--- config.mk ---
export PLATFORM = sky130hd
export DESIGN_NAME = vc4000_cart_loader
export DESIGN_NICKNAME = d
export VERILOG_FILES = /design/src/rtl/vc4000_cart_loader.sv
export SDC_FILE = /design/constraint.sdc
export NUM_CORES = 1
export LEC_CHECK = 0
export CORE_MARGIN = 1.5
export CORE_UTILIZATION = 40
export CTS_BUF_LIST = sky130_fd_sc_hd__clkbuf_8
export CTS_CLUSTER_DIAMETER = 200
export DETAILED_ROUTE_END_ITERATION = 12
export PLACE_DENSITY = 0.71
export SYNTH_ARGS = -nofsm -noshare
export SYNTH_HDL_FRONTEND = slang
export SYNTH_SLANG_ARGS = --single-unit
--- constraint.sdc ---
create_clock -name clk -period 4.3 [get_ports clk]
set_input_delay 0.43 -clock clk [delete_from_list [all_inputs] [get_ports clk]]
set_output_delay 0.43 -clock clk [all_outputs]
set_load 0.02 [all_outputs]
--- src/rtl/vc4000_cart_loader.sv ---
// Streams an HPS cartridge download into RAM one byte at a time, then derives image size, mirror mask and loaded flag.
// One cycle to register each byte; ioctl_wait holds the HPS off until mem_ack, and bytes arriving meanwhile are dropped and flagged.
module vc4000_cart_loader #(
    parameter logic [7:0] CART_INDEX = 8'd1,
    parameter int         MAX_SIZE   = 8192
) (
    input  logic        clk,
    input  logic        reset,
    input  logic        ioctl_download,
    input  logic [7:0]  ioctl_index,
    input  logic        ioctl_wr,
    input  logic [24:0] ioctl_addr,
    input  logic [7:0]  ioctl_dout,
    output logic        ioctl_wait,
    output logic [12:0] mem_addr,
    output logic [7:0]  mem_din,
    output logic        mem_we,
    input  logic        mem_ack,
    output logic [13:0] cart_size,
    output logic [12:0] cart_mask,
    output logic        loaded,
    output logic        overflow,
    output logic        cpu_hold
);

    localparam logic [24:0] MAX_ADDR = 25'(MAX_SIZE);

    typedef enum logic [1:0] {IDLE, LOAD, WRITE, FINISH} state_t;

    state_t      state_q, state_d;
    logic        end_q, end_d;
    logic        wait_d, we_d, loaded_d, overflow_d;
    logic [12:0] addr_d, mask_d;
    logic [7:0]  din_d;
    logic [13:0] size_d, next_size;

    // Smear the top set bit of (size-1) downward to get the smallest 2^n-1 cover.
    function automatic logic [12:0] size_to_mask(input logic [13:0] size);
        logic [13:0] v;
        logic [12:0] m;
        v = (size == 14'd0) ? 14'd0 : size - 14'd1;
        m = '0;
        m[12] = v[13] | v[12];
        for (int i = 11; i >= 0; i--) begin
            m[i] = m[i+1] | v[i];
        end
        return m;
    endfunction

    assign next_size = {1'b0, mem_addr} + 14'd1;
    assign cpu_hold  = (state_q != IDLE);

    always_comb begin
        state_d    = state_q;
        end_d      = end_q;
        wait_d     = ioctl_wait;
        we_d       = mem_we;
        addr_d     = mem_addr;
        din_d      = mem_din;
        size_d     = cart_size;
        mask_d     = cart_mask;
        loaded_d   = loaded;
        overflow_d = overflow;
        case (state_q)
            IDLE: begin
                if (ioctl_download && ioctl_index == CART_INDEX) begin
                    state_d    = LOAD;
                    end_d      = 1'b0;
                    size_d     = '0;
                    mask_d     = '0;
                    loaded_d   = 1'b0;
                    overflow_d = 1'b0;
                end
            end
            LOAD: begin
                if (!ioctl_download) begin
                    state_d = FINISH;
                end else if (ioctl_wr) begin
                    if (ioctl_addr < MAX_ADDR) begin
                        addr_d  = ioctl_addr[12:0];
                        din_d   = ioctl_dout;
                        we_d    = 1'b1;
                        wait_d  = 1'b1;
                        state_d = WRITE;
                    end else begin
                        overflow_d = 1'b1;
                    end
                end
            end
            WRITE: begin
                if (ioctl_wr) overflow_d = 1'b1;
                // Remember an early end of session so a later re-assert cannot resurrect it.
                if (!ioctl_download) end_d = 1'b1;
                if (mem_ack) begin
                    we_d   = 1'b0;
                    wait_d = 1'b0;
                    if (next_size > cart_size) size_d = next_size;
                    state_d = (end_q || !ioctl_download) ? FINISH : LOAD;
                end
            end
            FINISH: begin
                mask_d   = size_to_mask(cart_size);
                loaded_d = (cart_size != 14'd0);
                state_d  = IDLE;
            end
            default: state_d = IDLE;
        endcase
    end

    always_ff @(posedge clk) begin
        if (reset) begin
            state_q    <= IDLE;
            end_q      <= 1'b0;
            ioctl_wait <= 1'b0;
            mem_we     <= 1'b0;
            mem_addr   <= '0;
            mem_din    <= '0;
            cart_size  <= '0;
            cart_mask  <= '0;
            loaded     <= 1'b0;
            overflow   <= 1'b0;
        end else begin
            state_q    <= state_d;
            end_q      <= end_d;
            ioctl_wait <= wait_d;
            mem_we     <= we_d;
            mem_addr   <= addr_d;
            mem_din    <= din_d;
            cart_size  <= size_d;
            cart_mask  <= mask_d;
            loaded     <= loaded_d;
            overflow   <= overflow_d;
        end
    end

endmodule

==> impl_metrics.toml <==
[placement]
hpwl_um = 6358
io_buffers = 98
dpl_cell_area_um2 = 4106
place_ws_ns = 0.9964
gp_congestion = 0.9053

[finish]
regArea_um2 = 1081
finalNetCount = 536
diodes = 0
stdcell_area_um2 = 4198
syn_to_final_growth_pct = 35.94
multi_input_area_um2 = 1819
drive_gt1_share_pct = 4.468
fill_cells = 701

[synthesis]
syn_nets = 446
synth_top_cell_by_area = "dfxtp_1"
synth-edff-count = 0
yosys_most_used_dff = "dfxtp_1"
synth_cell_types = 53
syn_area_um2 = 3088
async_reset_ff_share_pct = 0
syn_avg_cell_area_um2 = 8.148
synth_seq_cells = 54
yosys_warnings = 0
ys_seq_area_share_pct = 35.01
synth_top_area_share_pct = 35.01
synthCells = 379
synthTopCellsByArea = "dfxtp_1 35%, ha_1 8.5%, nand2_1 7.9%"

[drt]
totalWireLength_um = 8197
firstDrtPassIters = 4
viasPerCell = 5.264
top_layer_used = "met4"
drt-met1-wl_um = 3868
num_vias = 2995
dr_wl_met3_um = 430
drc_errors = 0
postRouteAntennaNets = 0
wl_met2_um = 3774
routedWlPerCell_um = 14.41
drt_iter0_markers = 156

[power_and_ir_drop]
p_leak_nw = 1.581
p_sw_share_pct = 22.37
ir_worst_vdd_uv = 119.5
p_total_uw = 873.8
seqPwrFrac_pct = 57.6
p_int_uw = 678.4
switchingPower_uw = 195.5
power_density_nw_per_um2 = 208.2
pwr-share-clk_pct = 33.0
combPwrFrac_pct = 9.4

[grt]
antenna_found_initial = 0
grt_max_degree = 44
grt_overflow = 0
grt_usage_pct = 20.06
grt_pass1_vias = 2710
grt_pass1_wl_um = 13440

[critical_path]
worstSetupStartpointType = "flip-flop"
cpMostUsedCell = "nand4_1"
critPathArrivalTime_ns = 3.54
reg2regPathDepth = 12
r2r_slack_ns = 0.96
cpPeakStageDelay_ns = 0.46
cp_data_required_time_ns = 4.50
cpMaxStageDelayCell = "dfxtp_1"
critical_path.cell_chain = "nand4_1 -> nor3_1 -> and3_1 -> nand3_1 -> xnor2_1 -> ha_1 -> and4_1 -> nand4_1 -> o31ai_1 -> and4bb_2 -> and2_1 -> a22o_1"
r2r_end = "cart_size[2]"
timing.rr.start = "mem_addr[0]"
path_class = "reg -> reg"
crit_fanout = 13
critPathCaptureType = "flip-flop"

[sta]
max_slew_margin_pct = 29.38
max_freq_mhz = 299.0
finalHoldViolCount = 0
finalCriticalPeriod_ns = 3.345
setup_ws_ns = 0.9552
rsz0062_at_grt = "false"
finalSetupViolCount = 0
tns_ns = 0
worst_pin_slew_ns = 1.057
slew_violations = 0
period_share_pct = 77.79
clock_skew_ns = 0.01198

[cts]
clockBufferDepth = 2
root_buffer = "clkbuf_8"
clk_pin_slew_worst_paths_ns = 0.10
cts_buffers = 5
cts.htree.levels = 2
insertion_delay_ns = 0.31
hold_buffers = 0
cts.sinks = 54
postCtsSetupRepairBufs = 0
cts.repair.resized = 0
cts_tree = "built"

[floorplan]
die_y_um = 90.86
die_area_um2 = 8256
rows = 31
die_w_um = 90.86
initial_utilization_pct = 41.90
io_pins = 99
core_um2 = 7370

[worst_hold_path]
hold_end = "cart_mask[8]"
hp-class = "reg -> reg"
hold_depth = 2
min-delay-start = "cart_mask[8]"

[outcome]
status = "complete, no violations"

[flow_run]
cap_violations = 0
[registers in the layout (all words and copies together), names as in the netlist]
| register | cells |
|---|---|
| cart_mask | 13 |
| cart_size | 14 |
| overflow | 1 |
| mem_din | 8 |
| state_q | 2 |
| mem_addr | 13 |
| end_q | 1 |
| loaded | 1 |
| mem_we | 1 |
[logic make-up after synthesis]
group | share of synthesized area [%]
DFF | 35.01
AOI/OAI and AO/OA | 20.54
muxes | 0.3242
buffers and inverters | 6.078
and+or+nand+nor | 25.00
adders and majority gates | 8.509
xor gates and xnor gates | 4.538
[critical path: cells and delay by family (launching register included)]
kind                     cells  cell delay, ns
AO/OA/AOI/OAI                2            0.55
adder cells (fa/ha/maj)      1            0.30
XOR/XNOR                     1            0.17
flip-flops                   1            0.46
AND/OR/NAND/NOR              8            1.75
[power by group through the flow]
stage | Clock [mW] | Sequential [mW] | Combinational, mW
floorplan | 0 | 0.514 | 0.0310
global placement | 0 | 0.515 | 0.0819
detailed placement | 0 | 0.515 | 0.0820
CTS | 0.296 | 0.503 | 0.0827
global route | 0.311 | 0.504 | 0.0899
finish | 0.288 | 0.503 | 0.0823
[synthesized netlist by cell type, drive strengths merged, types with 7 or more instances]
cell / count
ha: 21
nand3: 12
o21ai: 13
xnor2: 10
dfxtp: 54
nand4: 12
buf: 9
nor4: 8
nor3: 7
a21oi: 42
nor2: 17
a22o: 14
nand2: 65
clkbuf: 8
inv: 21
[worst max-delay path by stage]
| stage | endpoint | slack [ns] | depth (start not counted) | from |
|---|---|---|---|---|
| after floorplan | cart_size[7] | 1.07 | 14 | mem_addr[0] |
| after global placement | cart_size[12] | 1.08 | 13 | mem_addr[0] |
| after detailed placement | cart_size[1] | 1.0 | 12 | mem_addr[0] |
| after CTS | cart_size[2] | 0.96 | 13 | mem_addr[0] |
| after global routing | cart_size[2] | 0.72 | 13 | mem_addr[0] |
| final | cart_size[2] | 0.96 | 12 | mem_addr[0] |
[cell usage in the layout, fill, tap and decap left out, types with 4 or more instances in the layout]
cell type        count
a22o_1              14
nor3_1               7
nor4_1               7
clkdlybuf4s50_1     98
nand4_1             11
ha_1                21
xnor2_1             10
a21oi_1             42
o21ai_0             13
and3_1               6
nor2_1              17
dfxtp_1             54
nand2_1             65
clkbuf_8             6
xor2_1               6
a21o_1               4
o31ai_1              5
nand3_1             12
nand3b_1             5
inv_1               22
[through the flow]
step           instances  utilization [%]  hold slack (ns)
2_1_floorplan        379                -           0.4386
3_3_place_gp         561            55.72           0.4425
3_5_place_dp         561            55.72           0.4459
4_1_cts              569            56.96           0.4604
5_1_grt              569            56.96           0.4825
6_report             569            56.96           0.4553
[layer usage]
| metal | vias to the layer above | track usage (%) |
|---|---|---|
| met5 | - | 0 |
| met4 | 0 | 5.599 |
| met3 | 9 | 4.125 |
| met2 | 87 | 32.71 |
| met1 | 1362 | 26.74 |
| li1 | 1537 | - |
[area by class of cell]
type	count	area share, %
Sequential cell	54	25.75
Clock buffer	6	1.967
Clock inverter	2	0.2086
Tap cell	99	2.951
Timing Repair Buffer	101	23.90
Inverter	21	1.878
Multi-Input combinational cell	286	43.34
No activity file was read; power rests on OpenSTA's default activity.
